## config.mk

```make
export PLATFORM = sky130hd
export DESIGN_NAME = move_sequencer
export DESIGN_NICKNAME = d
export VERILOG_FILES = /design/src/rtl/move_sequencer.sv
export SDC_FILE = /design/constraint.sdc
export NUM_CORES = 1
export LEC_CHECK = 0
export BUFFER_PORTS_ARGS = -buffer_cell sky130_fd_sc_hd__buf_4
export CORE_MARGIN = 1.5
export CORE_UTILIZATION = 62
export DETAILED_ROUTE_END_ITERATION = 10
export PLACE_DENSITY_LB_ADDON = 0.25
export SYNTH_ARGS = -nofsm -noshare
export SYNTH_HDL_FRONTEND = slang
export SYNTH_SLANG_ARGS = --single-unit
export TNS_END_PERCENT = 10
```

## constraint.sdc

```tcl
create_clock -name clk_i -period 10.31 [get_ports clk_i]
set_input_delay 0.5155 -clock clk_i [delete_from_list [all_inputs] [get_ports clk_i]]
set_output_delay 0.5155 -clock clk_i [all_outputs]
set_load 0.05 [all_outputs]
```

## src/rtl/move_sequencer.sv

```systemverilog
// Per-frame actor mover: accumulates sub-pixel speed, rounds to pixels,
// then steps X then Y one pixel at a time through the collision port.
module move_sequencer #(
    parameter int MAX_STEP = 8,
    parameter int HIT_X    = 1,
    parameter int HIT_Y    = 3,
    parameter int HIT_W    = 6,
    parameter int HIT_H    = 5
) (
    input  logic        clk_i,
    input  logic        rst_i,
    input  logic        start_i,
    input  logic [15:0] pos_x_i,
    input  logic [15:0] pos_y_i,
    input  logic [31:0] rem_x_i,
    input  logic [31:0] rem_y_i,
    input  logic [31:0] spd_x_i,
    input  logic [31:0] spd_y_i,
    output logic        busy_o,
    output logic        done_o,
    output logic [15:0] pos_x_o,
    output logic [15:0] pos_y_o,
    output logic [31:0] rem_x_o,
    output logic [31:0] rem_y_o,
    output logic [31:0] spd_x_o,
    output logic [31:0] spd_y_o,
    output logic        col_req_o,
    output logic [15:0] col_x_o,
    output logic [15:0] col_y_o,
    output logic [3:0]  col_w_o,
    output logic [3:0]  col_h_o,
    input  logic        col_ack_i,
    input  logic        col_solid_i
);

    localparam int CW = $clog2(MAX_STEP + 1);

    typedef enum logic [2:0] {
        IDLE, STEP_X, SETUP_Y, STEP_Y, DONE
    } state_t;

    state_t state_q, state_d;

    logic [15:0]   pos_x_q, pos_x_d, pos_y_q, pos_y_d;
    logic [31:0]   rem_x_q, rem_x_d, rem_y_q, rem_y_d;
    logic [31:0]   spd_x_q, spd_x_d, spd_y_q, spd_y_d;
    logic          neg_x_q, neg_x_d, neg_y_q, neg_y_d;
    logic [CW-1:0] cnt_q, cnt_d, cnt_y_q, cnt_y_d;
    logic          gap_q, gap_d;
    logic          load_out;

    logic [31:0] r_x, r_y, amt_x, amt_y;
    logic [15:0] n_x, n_y;

    function automatic logic [CW-1:0] clamp(input logic [15:0] n);
        logic [16:0] mag;
        mag = n[15] ? (17'd0 - {1'b1, n}) : {1'b0, n};
        if (mag > 17'(MAX_STEP))
            return CW'(MAX_STEP);
        return mag[CW-1:0];
    endfunction

    function automatic logic [15:0] unit(input logic neg);
        return neg ? 16'hFFFF : 16'h0001;
    endfunction

    assign r_x   = rem_x_i + spd_x_i;
    assign r_y   = rem_y_i + spd_y_i;
    assign amt_x = (r_x + 32'h8000) & 32'hFFFF_0000;
    assign amt_y = (r_y + 32'h8000) & 32'hFFFF_0000;
    assign n_x   = amt_x[31:16];
    assign n_y   = amt_y[31:16];

    assign busy_o  = state_q inside {STEP_X, SETUP_Y, STEP_Y};
    assign done_o  = (state_q == DONE);
    assign col_w_o = 4'(HIT_W);
    assign col_h_o = 4'(HIT_H);
    assign col_x_o = pos_x_q + 16'(HIT_X)
                   + ((state_q == STEP_X) ? unit(neg_x_q) : 16'h0);
    assign col_y_o = pos_y_q + 16'(HIT_Y)
                   + ((state_q == STEP_Y) ? unit(neg_y_q) : 16'h0);

    always_comb begin
        state_d   = state_q;
        pos_x_d   = pos_x_q;
        pos_y_d   = pos_y_q;
        rem_x_d   = rem_x_q;
        rem_y_d   = rem_y_q;
        spd_x_d   = spd_x_q;
        spd_y_d   = spd_y_q;
        neg_x_d   = neg_x_q;
        neg_y_d   = neg_y_q;
        cnt_d     = cnt_q;
        cnt_y_d   = cnt_y_q;
        gap_d     = gap_q;
        col_req_o = 1'b0;
        unique case (state_q)
            IDLE: begin
                if (start_i) begin
                    pos_x_d = pos_x_i;
                    pos_y_d = pos_y_i;
                    rem_x_d = r_x - amt_x;
                    rem_y_d = r_y - amt_y;
                    spd_x_d = spd_x_i;
                    spd_y_d = spd_y_i;
                    neg_x_d = n_x[15];
                    neg_y_d = n_y[15];
                    cnt_d   = clamp(n_x);
                    cnt_y_d = clamp(n_y);
                    gap_d   = 1'b0;
                    state_d = STEP_X;
                end
            end
            STEP_X: begin
                if (cnt_q == '0) begin
                    state_d = SETUP_Y;
                end else if (gap_q) begin
                    gap_d = 1'b0;
                end else begin
                    col_req_o = 1'b1;
                    if (col_ack_i && col_solid_i) begin
                        spd_x_d = '0;
                        rem_x_d = '0;
                        cnt_d   = '0;
                        state_d = SETUP_Y;
                    end else if (col_ack_i) begin
                        pos_x_d = pos_x_q + unit(neg_x_q);
                        cnt_d   = cnt_q - 1'b1;
                        gap_d   = 1'b1;
                    end
                end
            end
            SETUP_Y: begin
                cnt_d   = cnt_y_q;
                gap_d   = 1'b0;
                state_d = STEP_Y;
            end
            STEP_Y: begin
                if (cnt_q == '0) begin
                    state_d = DONE;
                end else if (gap_q) begin
                    gap_d = 1'b0;
                end else begin
                    col_req_o = 1'b1;
                    if (col_ack_i && col_solid_i) begin
                        spd_y_d = '0;
                        rem_y_d = '0;
                        cnt_d   = '0;
                        state_d = DONE;
                    end else if (col_ack_i) begin
                        pos_y_d = pos_y_q + unit(neg_y_q);
                        cnt_d   = cnt_q - 1'b1;
                        gap_d   = 1'b1;
                    end
                end
            end
            DONE:    state_d = IDLE;
            default: state_d = IDLE;
        endcase
    end

    // Result registers capture the final values on entry to DONE
    assign load_out = (state_q == STEP_Y) && (state_d == DONE);

    always_ff @(posedge clk_i) begin
        if (rst_i) begin
            state_q <= IDLE;
            pos_x_q <= '0;
            pos_y_q <= '0;
            rem_x_q <= '0;
            rem_y_q <= '0;
            spd_x_q <= '0;
            spd_y_q <= '0;
            neg_x_q <= 1'b0;
            neg_y_q <= 1'b0;
            cnt_q   <= '0;
            cnt_y_q <= '0;
            gap_q   <= 1'b0;
            pos_x_o <= '0;
            pos_y_o <= '0;
            rem_x_o <= '0;
            rem_y_o <= '0;
            spd_x_o <= '0;
            spd_y_o <= '0;
        end else begin
            state_q <= state_d;
            pos_x_q <= pos_x_d;
            pos_y_q <= pos_y_d;
            rem_x_q <= rem_x_d;
            rem_y_q <= rem_y_d;
            spd_x_q <= spd_x_d;
            spd_y_q <= spd_y_d;
            neg_x_q <= neg_x_d;
            neg_y_q <= neg_y_d;
            cnt_q   <= cnt_d;
            cnt_y_q <= cnt_y_d;
            gap_q   <= gap_d;
            if (load_out) begin
                pos_x_o <= pos_x_d;
                pos_y_o <= pos_y_d;
                rem_x_o <= rem_x_d;
                rem_y_o <= rem_y_d;
                spd_x_o <= spd_x_d;
                spd_y_o <= spd_y_d;
            end
        end
    end

endmodule

```

Word-level counts from Yosys, hierarchy flattened
Cells that the tools add are included.
{"block": "op_classes", "addsub": 15, "order_cmp": 2, "n_eq_ne": 9, "muxes": 71, "n_reduce_logical": 10}
{"op": "$mux 32", "count": 16}
{"op": "$pmux 32 s2", "count": 4}
{"op": "$mux 16", "count": 14}
{"op": "$add 16x16->16", "count": 4}
{"op": "$add 32x16->32 const B", "count": 2}
{"op": "$add 32x32->32", "count": 2}
{"op": "$pmux 16 s2", "count": 2}
{"op": "$sub 32x32->32", "count": 2}
{"op": "$mux 4", "count": 9}
{"op": "$gt 17x4->1 const B", "count": 2}
{"op": "$mux 17", "count": 2}
{"op": "$sub 1x17->17 const A", "count": 2}
{"op": "$mux 3", "count": 7}
{"op": "$add 16x1->16 const B", "count": 1}
{"op": "$add 16x2->16 const B", "count": 1}
{"op": "$mux 1", "count": 14}
{"op": "$pmux 3 s4", "count": 1}
{"op": "$pmux 4 s3", "count": 1}
{"op": "$eq 3x2->1 const B", "count": 2}
{"op": "$eq 3x3->1 const B", "count": 2}
{"op": "$ne 2x2->1 const B", "count": 3}
{"op": "$reduce_bool 3->1", "count": 2}
{"op": "$reduce_and 5->1", "count": 1}
{"op": "$logic_not 4->1", "count": 1}
{"op": "other kinds (9)", "count": 10}
{"block": "totals", "regBits": 334, "input_bits": 165, "output_inout_bits": 203, "elab_cells": 125}

Longest topological paths before layout
{"block": "logic_depth", "ltp_word": 11, "depth_mapped": 27, "ltp_nobuf": 26}

Worst setup path before layout
No wires, ideal clock.
{"block": "synth_timing", "path_type": "input to register", "startpoint": "in rem_y_i[0]", "endpoint": "reg cnt_y_q[1]", "setup_time_ns": 0.069, "arrival_ns": 5.835, "t_required_ns": 10.241, "path_slack_ns": 4.406, "cell_stages": 25, "path_buffers": 1, "path_cell_list": "ha_1 fa_1 a211oi_1 nor2_1 o2111ai_1 nand2_1 xor2_1 ha_1 inv_1 a2111oi_2 and2_1 ha_1 clkbuf_1 nor2_1 nand2_1 or2_2 or4_1 or2_2 a2111oi_0 o21ai_1 nor3_1 a221oi_1 nor4_1 o311ai_1 o21ai_1"}
{"block": "synth_via", "elab_chain_len": 9}
{"item": "from (decl)", "line_no": "16", "text": "input logic [31:0] rem_y_i,"}
{"item": "$add 32x32->32 *", "line_no": "68", "text": "assign r_y = rem_y_i + spd_y_i;"}
{"item": "$add 32x16->32 *", "line_no": "70", "text": "assign amt_y = (r_y + 32'h8000) & 32'hFFFF_0000;"}
{"item": "$sub 1x17->17", "line_no": "57", "text": "mag = n[15] ? (17'd0 - {1'b1, n}) : {1'b0, n};"}
{"item": "$mux 17 *", "line_no": "57"}
{"item": "$gt 17x4->1", "line_no": "58", "text": "if (mag > 17'(MAX_STEP))"}
{"item": "$mux 1", "line_no": "58"}
{"item": "$mux 1", "line_no": "99", "text": "if (start_i) begin"}
{"item": "$mux 1", "line_no": "97", "text": "unique case (state_q)"}
{"item": "$mux 4 *", "line_no": "60", "text": "return mag[CW-1:0];"}
{"item": "to (signal assigned)", "line_no": "196", "text": "cnt_y_q <= cnt_y_d;"}
{"item": "to (decl)", "line_no": "48", "text": "logic [CW-1:0] cnt_q, cnt_d, cnt_y_q, cnt_y_d;"}
Mark *: on every way between the ends. The rest lies on a longest branch, timed or not. The select of a mux whose other input is x is not followed.
A chain may end at the register's enable or synchronous reset.

Worst setup path in the final report
{"block": "layout_timing", "startpoint": "reg state_q[0]", "endpoint": "out col_y_o[15]"}
{"block": "layout_via", "elab_chain_len": 3}
{"item": "from (decl)", "line_no": "42", "text": "state_t state_q, state_d;"}
{"item": "from (signal assigned)", "line_no": "186", "text": "state_q <= state_d;"}
{"item": "$eq 3x2->1", "line_no": "81", "text": "+ ((state_q == STEP_Y) ? unit(neg_y_q) : 16'h0);"}
{"item": "$mux 16", "line_no": "81"}
{"item": "$add 16x16->16", "line_no": "81"}
{"item": "to (decl)", "line_no": "29", "text": "output logic [15:0] col_y_o,"}
Every way passes these cells.

==> results.ini <==
[run_status]
outcome = finished, final reports clean

[critical_path]
crit_fanout = 19
cp.arrival_ns = 6.03
crit_type = reg2out
worst_r2r_path_depth = 15
cp-start-kind = flip-flop
cp.required_ns = 9.79
end_kind = output port

[yosys]
synthFlopType = dfxtp_1
yosysWarnings = 0
synthArstFlopShare_pct = 0
netlist_instances = 2599
ys_seq_area_share_pct = 31.82
syn_area_per_cell_sq_um = 8.084
synth_area_sq_mm = 0.02101
ys_types = 101
synth_edf_count = 0
synth-seq-cells = 334

[layout]
fill_cells = 2472
layout-area-overhead-vs-synth_pct = 19.16
seq_area_sq_mm = 0.006686
nNetsFinal = 3201
drive_gt1_share_pct = 16.72
multi_input_area_sq_mm = 0.01337
diodes = 0

[timing]
finalMaxSlewViolations = 0
period_minus_slack_ns = 6.550
max_slew_margin_pct = 21.46
fin_skew_ns = 0.02035
fin_crit_sh_pct = 63.53
setup_viol = 0
rsz0062_at_grt = false
fmax_mhz = 152.7
worst_pin_slew_ns = 1.174
hold_viol_final = 0
fin_tns_setup_ns = 0

[hold_path]
hold_class = in2reg
hold_depth = 3

[cts]
cts_tree = yes
clkTransAtPathRegs_ns = 0.06
cts_setup_buffers = 0
clk_path_buf_depth = 3
clock_latency_ns = 0.56
cts_root_buf = clkbuf_16
cts_resized = 0
numClockSinks = 334
cts_inserted_buffers = 36
holdBufCountCts = 0
htreeDepth = 2

[drt]
drt_iter0_drc = 1556
highest-signal-layer = met4
wl_met2_mm = 29.53
num_vias = 20610
ant_nets = 0
drtPass1Iterations = 5
drc = 0
vias_per_cell = 6.176
routed_wl_mm = 62.54
wl_per_cell_microns = 18.74
dr_wl_met3_mm = 4.210
wirelength_met1_mm = 27.14

[die]
die_w_microns = 187.1
num_rows = 67
coreArea_sq_mm = 0.03345
dieArea_sq_mm = 0.03500
start_util_pct = 62.81
die_h_microns = 187.1
ioPinCount = 368

[place]
place_congestion = 0.9331
io_buffers = 359
dp_hpwl_mm = 45.61

[global_route]
overflow = 0
grt_pass1_wl_mm = 101.2
grt_pass1_vias = 19790
grt.total_usage_pct = 34.65
antenna_found_initial = 0
grt_max_degree = 130

[power_and_ir_drop]
leakage_nw = 10.72
p_total_w = 0.005371
ir_drop_mv = 0.2003
p_per_area_mw_per_mm2 = 214.5

[job]
drv_cap = 0

[flip-flops by register name, indices dropped and copies added (netlist names)]
name	flops
cnt_y_q	4
rem_y_o	32
cnt_q	4
gap_q	1
neg_x_q	1
neg_y_q	1
pos_y_q	16
pos_x_q	16
pos_y_o	16
rem_x_o	32
rem_y_q	32
pos_x_o	16
rem_x_q	32
spd_y_q	32
state_q	3
spd_x_o	32
spd_y_o	32
spd_x_q	32
[cells in the final DEF (no fill, tap or decap), types with 9 or more instances in the layout]
master,netlist,final
clkbuf_16,0,36
or3_1,17,17
buf_4,10,371
a222oi_1,10,10
o21a_1,17,17
a211oi_1,126,126
a21o_1,39,39
nand2_1,177,175
or4_1,9,9
and2_1,22,22
o21ai_1,16,16
xor2_1,44,44
nor2_1,408,407
nor3_1,48,48
o31ai_1,10,10
nor4_1,10,10
nand3_1,70,70
o21bai_1,23,23
a22oi_1,116,116
a221oi_1,16,16
nand2b_1,19,19
a21oi_1,178,177
xnor2_1,106,106
a21boi_0,18,18
ha_1,169,169
dfxtp_1,334,334
and3_1,16,16
a31oi_1,21,21
mux2i_1,16,16
o21ai_0,68,68
inv_1,98,98
nor2b_1,22,22
a211o_1,9,9
nand4_1,20,20
[critical path: stages, from the launching register on]
cell and delay, ns:
dfxtp_1 0.68, nor2b_1 0.19, and2_0 0.35, nand2_1 0.25, inv_1 0.42, ha_1 0.32
ha_1 0.34, nor2b_1 0.15, o21ai_0 0.22, a21boi_0 0.16, o21ai_0 0.27, a21boi_0 0.16
o21ai_0 0.25, a21boi_0 0.16, o21ai_0 0.29, a21boi_0 0.19, o21a_1 0.22, o21ai_0 0.19
nand2b_1 0.08, a21oi_1 0.20, xnor2_1 0.14, buf_4 0.21
[through the flow]
step / cells / util (%) / worst slack (ns) / area (sq um) / hold slack (ns)
6_report: 3337 / 74.85 / 3.760 / 25040 / 0.2065
4_1_cts: 3337 / 74.85 / 3.896 / 25040 / 0.2020
5_1_grt: 3337 / 74.85 / 3.301 / 25040 / 0.2159
3_3_place_gp: 3271 / 71.13 / 3.736 / 23790 / 0.4403
2_1_floorplan: 2605 / - / 4.406 / 21030 / 0.4247
3_5_place_dp: 3271 / 71.13 / 3.509 / 23790 / 0.4433
[area by class of cell]
class / count / area share [%]
Tap cell: 448 / 2.239
Sequential cell: 334 / 26.71
Inverter: 101 / 1.519
Multi-Input combinational cell: 2016 / 53.38
Clock inverter: 17 / 0.8946
Timing Repair Buffer: 372 / 11.18
Clock buffer: 49 / 4.073
[cell usage after synthesis (16+ instances only)]
master / n / area [sq um]
nand2_1: 177 / 664.4
xnor2_1: 106 / 928.4
and3_1: 16 / 100.1
o21ai_1: 16 / 80.08
and2_1: 22 / 137.6
o21ai_0: 68 / 340.3
a211oi_1: 126 / 945.9
or3_1: 17 / 106.4
nand4_1: 20 / 125.1
a21oi_1: 178 / 890.9
clkbuf_1: 117 / 439.2
a221oi_1: 16 / 140.1
nand3_1: 70 / 350.3
mux2i_1: 16 / 160.2
a31oi_1: 21 / 131.4
a21boi_0: 18 / 135.1
nor3_1: 48 / 240.2
nor2_1: 408 / 1531
nand2b_1: 19 / 118.9
a21o_1: 39 / 292.8
xor2_1: 44 / 385.4
ha_1: 169 / 2115
o21bai_1: 23 / 172.7
inv_1: 98 / 367.9
a22oi_1: 116 / 870.8
o21a_1: 17 / 127.6
nor2b_1: 22 / 137.6
dfxtp_1: 334 / 6686
[power by group]
| part | internal (W) | switching [W] |
|---|---|---|
| Clock | 0.000803 | 0.000560 |
| Sequential | 0.00149 | 0.000124 |
| Combinational | 0.000826 | 0.00157 |
[path summary, 6_finish.rpt]
check	from	to	slack, ns
setup / recovery	state_q[0]$_SDFF_PP0_	col_y_o[15]	3.76
setup reg to reg	neg_x_q$_SDFFE_PP0P_	pos_x_q[15]$_SDFF_PP0_	5.97
hold / removal	pos_x_i[4]	pos_x_q[4]$_SDFF_PP0_	0.21
hold reg to reg	rem_y_o[29]$_SDFFE_PP0P_	rem_y_o[29]$_SDFFE_PP0P_	0.45
[metal layers]
| metal | up-vias | GRT usage (%) |
|---|---|---|
| li1 | 9944 | - |
| met5 | - | 0 |
| met1 | 9829 | 45.35 |
| met4 | 0 | 10.30 |
| met3 | 115 | 5.985 |
| met2 | 722 | 58.38 |
[logic make-up after synthesis]
family	after synthesis	synth area share, %
other	2	0.03574
adder cells (fa/ha/maj)	175	10.64
AND/OR/NAND/NOR	881	19.08
XOR/XNOR	156	6.843
flip-flops	334	31.82
buffers and inverters	255	4.812
multiplexers	25	1.245
AO/OA/AOI/OAI	771	25.52
(Power assumes the default switching activity.)
